--- src/rtl/tis_pkg.sv ---
// Shared word type, value range and saturation helper for the node grid,
// plus the state encoding of the io_port write-acknowledge one-shot.
package tis_pkg;

    typedef logic signed [10:0] tis_word_t;

    localparam tis_word_t TIS_MAX = 11'sd999;
    localparam tis_word_t TIS_MIN = -11'sd999;

    typedef enum logic {
        WR_IDLE = 1'b0,
        WR_ACK  = 1'b1
    } wr_state_t;

    // Clamp a raw 11-bit host value into the legal node range.
    function automatic tis_word_t tis_sat(input logic signed [10:0] value);
        tis_word_t result;
        result = value;
        if (value > TIS_MAX) begin
            result = TIS_MAX;
        end else if (value < TIS_MIN) begin
            result = TIS_MIN;
        end
        return result;
    endfunction

endpackage

--- src/rtl/io_fifo.sv ---
// Synchronous FIFO of tis words; head reads the register file at the read
// pointer so a pushed word is visible right after its push edge.
module io_fifo
    import tis_pkg::*;
#(
    parameter int DEPTH = 8
) (
    input  logic                     clk,
    input  logic                     rst,
    input  logic                     push,
    input  logic                     pop,
    input  logic signed [10:0]       wdata,
    output logic                     full,
    output logic                     empty,
    output logic [$clog2(DEPTH):0]   count,
    output logic signed [10:0]       head
);

    localparam int AW = $clog2(DEPTH);
    localparam logic [AW:0] FULL_CNT = (AW + 1)'(DEPTH);

    logic [AW-1:0] wr_ptr_reg;
    logic [AW-1:0] wr_ptr_next;
    logic [AW-1:0] rd_ptr_reg;
    logic [AW-1:0] rd_ptr_next;
    logic [AW:0]   count_reg;
    logic [AW:0]   count_next;
    tis_word_t     mem_reg [DEPTH];
    logic          do_push;
    logic          do_pop;

    assign full    = (count_reg == FULL_CNT);
    assign empty   = (count_reg == '0);
    assign count   = count_reg;
    // Guarded here so callers cannot overflow or underflow the pointers.
    assign do_push = push && !full;
    assign do_pop  = pop && !empty;
    assign head    = empty ? '0 : mem_reg[rd_ptr_reg];

    always_comb begin
        wr_ptr_next = wr_ptr_reg;
        rd_ptr_next = rd_ptr_reg;
        count_next  = count_reg;
        if (do_push) begin
            wr_ptr_next = wr_ptr_reg + 1'b1;
        end
        if (do_pop) begin
            rd_ptr_next = rd_ptr_reg + 1'b1;
        end
        case ({do_push, do_pop})
            2'b10:   count_next = count_reg + 1'b1;
            2'b01:   count_next = count_reg - 1'b1;
            default: count_next = count_reg;
        endcase
    end

    always_ff @(posedge clk) begin
        if (rst) begin
            wr_ptr_reg <= '0;
            rd_ptr_reg <= '0;
            count_reg  <= '0;
        end else begin
            wr_ptr_reg <= wr_ptr_next;
            rd_ptr_reg <= rd_ptr_next;
            count_reg  <= count_next;
        end
    end

    always_ff @(posedge clk) begin
        if (do_push) begin
            mem_reg[wr_ptr_reg] <= wdata;
        end
    end

endmodule

--- src/rtl/io_port.sv ---
// Grid-edge I/O endpoint: host->node IN FIFO with input saturation and a
// node->host OUT FIFO with a one-cycle write ack. IO_PORT_STATS_EN adds counters.
module io_port
    import tis_pkg::*;
#(
    parameter int IN_DEPTH  = 8,
    parameter int OUT_DEPTH = 8
) (
    input  logic               clk,
    input  logic               rst,
`ifdef IO_PORT_STATS_EN
    input  logic               st_clr,
    output logic [15:0]        st_in_cnt,
    output logic [15:0]        st_out_cnt,
`endif
    input  logic               h_in_valid,
    input  logic signed [10:0] h_in_data,
    output logic               h_in_ready,
    output logic               h_out_valid,
    output logic signed [10:0] h_out_data,
    input  logic               h_out_ready,
    output logic               n_rready,
    output logic signed [10:0] n_data,
    input  logic               n_read,
    input  logic signed [10:0] n_out,
    input  logic               n_write,
    output logic               n_wready
);

    logic                          in_full;
    logic                          in_empty;
    logic                          in_push;
    logic                          in_pop;
    logic [$clog2(IN_DEPTH):0]     in_count_unused;
    tis_word_t                     in_head;
    tis_word_t                     in_wdata;

    logic                          out_full;
    logic                          out_empty;
    logic                          out_push;
    logic                          out_pop;
    logic [$clog2(OUT_DEPTH):0]    out_count_unused;
    tis_word_t                     out_head;

    wr_state_t                     wr_state_reg;
    wr_state_t                     wr_state_next;

    // Host -> node
    assign in_wdata   = tis_sat(h_in_data);
    assign in_push    = h_in_valid && !in_full;
    assign in_pop     = n_read && !in_empty;
    assign h_in_ready = !in_full;
    assign n_rready   = !in_empty;
    assign n_data     = in_head;

    io_fifo #(
        .DEPTH (IN_DEPTH)
    ) u_in_fifo (
        .clk   (clk),
        .rst   (rst),
        .push  (in_push),
        .pop   (in_pop),
        .wdata (in_wdata),
        .full  (in_full),
        .empty (in_empty),
        .count (in_count_unused),
        .head  (in_head)
    );

    // Node -> host. The ack state blocks a second capture while the node
    // is still holding n_write during the ack cycle.
    always_comb begin
        wr_state_next = WR_IDLE;
        out_push      = 1'b0;
        case (wr_state_reg)
            WR_IDLE: begin
                if (n_write && !out_full) begin
                    out_push      = 1'b1;
                    wr_state_next = WR_ACK;
                end
            end
            WR_ACK: begin
                wr_state_next = WR_IDLE;
            end
            default: begin
                wr_state_next = WR_IDLE;
            end
        endcase
    end

    always_ff @(posedge clk) begin
        if (rst) begin
            wr_state_reg <= WR_IDLE;
        end else begin
            wr_state_reg <= wr_state_next;
        end
    end

    assign n_wready    = (wr_state_reg == WR_ACK);
    assign out_pop     = h_out_ready && !out_empty;
    assign h_out_valid = !out_empty;
    assign h_out_data  = out_head;

    io_fifo #(
        .DEPTH (OUT_DEPTH)
    ) u_out_fifo (
        .clk   (clk),
        .rst   (rst),
        .push  (out_push),
        .pop   (out_pop),
        .wdata (n_out),
        .full  (out_full),
        .empty (out_empty),
        .count (out_count_unused),
        .head  (out_head)
    );

`ifdef IO_PORT_STATS_EN
    logic [1:0]       st_inc;
    logic [1:0][15:0] st_cnt;

    // Index 0 counts completed node reads, index 1 completed node writes.
    assign st_inc = {out_push, in_pop};

    for (genvar gi = 0; gi < 2; gi++) begin : g_stat
        logic [15:0] cnt_reg;
        logic [15:0] cnt_next;

        always_comb begin
            cnt_next = cnt_reg;
            if (st_clr) begin
                cnt_next = '0;
            end else if (st_inc[gi] && (cnt_reg != 16'hFFFF)) begin
                cnt_next = cnt_reg + 16'd1;
            end
        end

        always_ff @(posedge clk) begin
            if (rst) begin
                cnt_reg <= '0;
            end else begin
                cnt_reg <= cnt_next;
            end
        end

        assign st_cnt[gi] = cnt_reg;
    end

    assign st_in_cnt  = st_cnt[0];
    assign st_out_cnt = st_cnt[1];
`endif

endmodule

--- config.mk ---
export PLATFORM = sky130hd
export DESIGN_NAME = io_port
export DESIGN_NICKNAME = d
export VERILOG_FILES = /design/src/rtl/tis_pkg.sv /design/src/rtl/io_fifo.sv /design/src/rtl/io_port.sv
export SDC_FILE = /design/constraint.sdc
export NUM_CORES = 1
export LEC_CHECK = 0
export CAP_MARGIN = 10
export CORE_UTILIZATION = 46
export DETAILED_ROUTE_END_ITERATION = 16
export GPL_ROUTABILITY_DRIVEN = 0
export PLACE_DENSITY = 0.71
export SLEW_MARGIN = 20
export SYNTH_ARGS = -nofsm -noshare
export SYNTH_HDL_FRONTEND = slang
export SYNTH_SLANG_ARGS = --single-unit
--- constraint.sdc ---
create_clock -name clk -period 5.58 [get_ports clk]
set_clock_uncertainty 0.15 [all_clocks]
set_input_delay 1.116 -clock clk [delete_from_list [all_inputs] [get_ports clk]]
set_output_delay 1.116 -clock clk [all_outputs]
set_load 0.005 [all_outputs]
==> key figures <==
Outcome
  • Status: finished clean

Yosys
  • Post-synthesis cell type count: 45
  • Syn_nets: approximately 500
  • Netlist Area Pre-Place: 8160 um^2
  • Ys flop type: edfxtp_1
  • Async set-reset flop share out of synthesis: 0%
  • Seq cells post-synth: between 200 and 250
  • Number of enable flip-flop cells after synthesis: approximately 180
  • Synth Instances: ~460
  • Ys Warns: 0
  • Mapped Avg Cell Area: 17.8 um^2
  • Seq/Total Area, Yosys: a little under three quarters

Finish
  • Share of cells above drive strength 1: 19.3%
  • Final-layout fill cell count: 1317
  • Antenna Cells: 0
  • Area growth syn-to-layout: 18.9%
  • Multi-input logic area: approximately 2200 um^2
  • Post-layout util: between 50% and 60%
  • Register area: 5830 um^2
  • Final #Nets: approximately 570
  • Final instance area: between 9000 and 10000 um^2

Global route
  • Antenna violations before repair: 0
  • Largest net degree at the start of global routing: 25
  • GRT Total Usage: roughly 17%
  • Vias in the first global route: around 4300
  • First-pass GRT wire length: ~24 mm
  • Global route overflow: 0

Floorplanning
  • # rows: 48
  • Initial Util: a little under half
  • Die H: around 140 um
  • Die width: between 100 and 150 um
  • Die area: 18300 um^2
  • Placeable Area: around 17000 um^2
  • IO Pins: 54

Timing
  • Final TNS setup: 0 ps
  • Hold Slack: 379 ps
  • Fmax: about 250 MHz
  • Final period utilization: about 70%
  • Worst Tran Pin Value: 1080 ps
  • Min Tclk post-route: 4010 ps
  • Max transition margin: 28.2%
  • Final hold violation count: 0
  • RSZ-0062 raised after global routing: false
  • Fin. max-slew vios: 0
  • Final setup fails: 0

Worst setup path
  • CP startpoint kind: register
  • Crit-path slowest cell: dfxtp_1
  • Crit Path Max Fanout: 22
  • Worst-path cell chain: mux4_2 > mux2i_1 > nor2_1 > clkdlybuf4s50_1
  • Crit path kind: reg -> out
  • Slowest stage delay, CP: 1030 ps
  • Nature of the critical path endpoint: primary output
  • R2R Path Start: u_in_fifo.count[0]$_SDFFE_PP0P_
  • Worst EP arrival: around 2800 ps
  • WP data required: approximately 4300 ps

Pwr
  • Power Dens Cells: ~450 nW/um^2
  • Worst ir drop on vdd: roughly 0.28 mV
  • Leak: approximately 3.1 nW

Routing
  • DRT Pass-1 Iters: 4
  • Vias per cell: 5.47
  • Antenna-violating nets left: 0
  • Drt wl/cell: roughly 20 um
  • Final WL: between 15 and 20 mm
  • 1st-iter DRT viols: approximately 380
  • DR vias: approximately 4200
  • DRC violations left: 0

Worst hold path
  • Type of the worst min-delay path: reg -> reg
  • Hold Crit Start: u_out_fifo.rd_ptr_reg[2]$_SDFFE_PP0P_

Clock network
  • Insertion delay to the later sink of the worst-skew pair: between 400 and 500 ps
  • Postcts setup bufs: 0
  • Clock Sink Count: slightly above 200
  • Post-CTS sizing: 0
  • TritonCTS Buffers: 21
  • Clock transition at the registers of the reported paths: ~60 ps
  • Clk root buf: clkbuf_16
  • CTS tree: done
  • Hold_buf cts: 0
  • CTS HTree Levels: 1
  • Clock Path Buffers: 3

Placement
  • Dpl cell area: 9020 um^2
  • PortBufs: 53
  • HPWL after detailed placement: ~9.4 mm

Job
  • Max-cap violations: 0
through the flow:
stage                     instances  total power [mW]  worst slack, ps
after global routing            769              4.59             1410
after global placement          731              3.04             1950
after floorplan                 459              2.61             2460
final                           769              4.38             1570
after CTS                       769              4.42             1510
after detailed placement        731              3.08             1880
worst paths after layout:
| check | cells after the start | end | slack, ps |
|---|---|---|---|
| min reg2reg | 2 | register | 380 |
| max reg2reg | 9 | u_in_fifo.count[3]$_SDFFE_PP0P_ | 2290 |
| max | 4 | n_data[10] | 1570 |
| min | 2 | register | 380 |
area by class of cell:
class | count | share of cell area (%)
timing repair buffer | 68 | 6.63
tap | 225 | 2.90
multi-input combinational | 220 | 22.9
inverter | 15 | 0.580
sequential | 203 | 60.1
clock inverter | 9 | 0.799
clock buffer | 29 | 6.15
worst max-delay path, delay by kind of cell, from the launching register on:
| family | cells | cell delay (ps) |
|---|---|---|
| AND/OR/NAND/NOR | 1 | 240 |
| flip-flops | 1 | 1030 |
| buffers and inverters | 1 | 550 |
| multiplexers | 2 | 440 |
placed cells by master (no fill, tap or decap), drive strengths merged, types with 11 or more instances in the layout:
cell type and instances:
mux2i 25, buf 15, mux4 44, clkdlybuf4s50 53, dfxtp 27, nor2 50, inv 16, ha 11
clkbuf 29, a21oi 11, edfxtp 176
where the power goes:
part | switching [mW] | total (mW) | leakage (nW) | internal [mW]
sequential | 0.102 | 1.87 | 1.82 | 1.77
combinational | 0.535 | 1.16 | 0.995 | 0.630
clock | 0.544 | 1.34 | 0.319 | 0.797
total | 1.18 | 4.38 | 3.13 | 3.20
cell usage after synthesis, types with 2 or more instances:
master / count / area (um^2)
buf_1: 5 / 18.8
o21a_1: 2 / 15.0
clkbuf_1: 9 / 33.8
o21ai_1: 3 / 15.0
dfxtp_1: 27 / 541
nand2b_1: 5 / 31.3
nor4_1: 2 / 12.5
nor3_1: 9 / 45.0
buf_4: 4 / 30.0
ha_1: 11 / 138
xnor2_1: 3 / 26.3
inv_1: 12 / 45.0
a21oi_1: 9 / 45.0
nor2_1: 50 / 188
a21oi_2: 2 / 17.5
nor2b_1: 2 / 12.5
mux2i_1: 25 / 250
buf_2: 3 / 15.0
nand2_1: 9 / 33.8
nand3_1: 6 / 30.0
mux4_2: 44 / 991
edfxtp_1: 176 / 5290
xor2_1: 9 / 78.8
or4_1: 2 / 15.0
inv_2: 3 / 11.3
o21ai_0: 7 / 35.0
and2_1: 2 / 12.5
routing by layer:
metal  vias up  wire length (um)  GRT usage [%]
met2       117              7720           29.4
met4         0               236           4.87
li1       1930                 -              -
met5         -                 0              0
met3        19               684           2.32
met1      2141              6730           23.8
cells by family after synthesis:
family | count (synthesis) | synth area share, %
multiplexers | 70 | 15.4
XOR/XNOR | 12 | 1.29
adder cells (fa/ha/maj) | 12 | 1.93
AO/OA/AOI/OAI | 29 | 2.18
flip-flops | 203 | 71.4
AND/OR/NAND/NOR | 97 | 5.97
buffers and inverters | 36 | 1.89
Note: power is estimated with default switching activity, not from simulation.
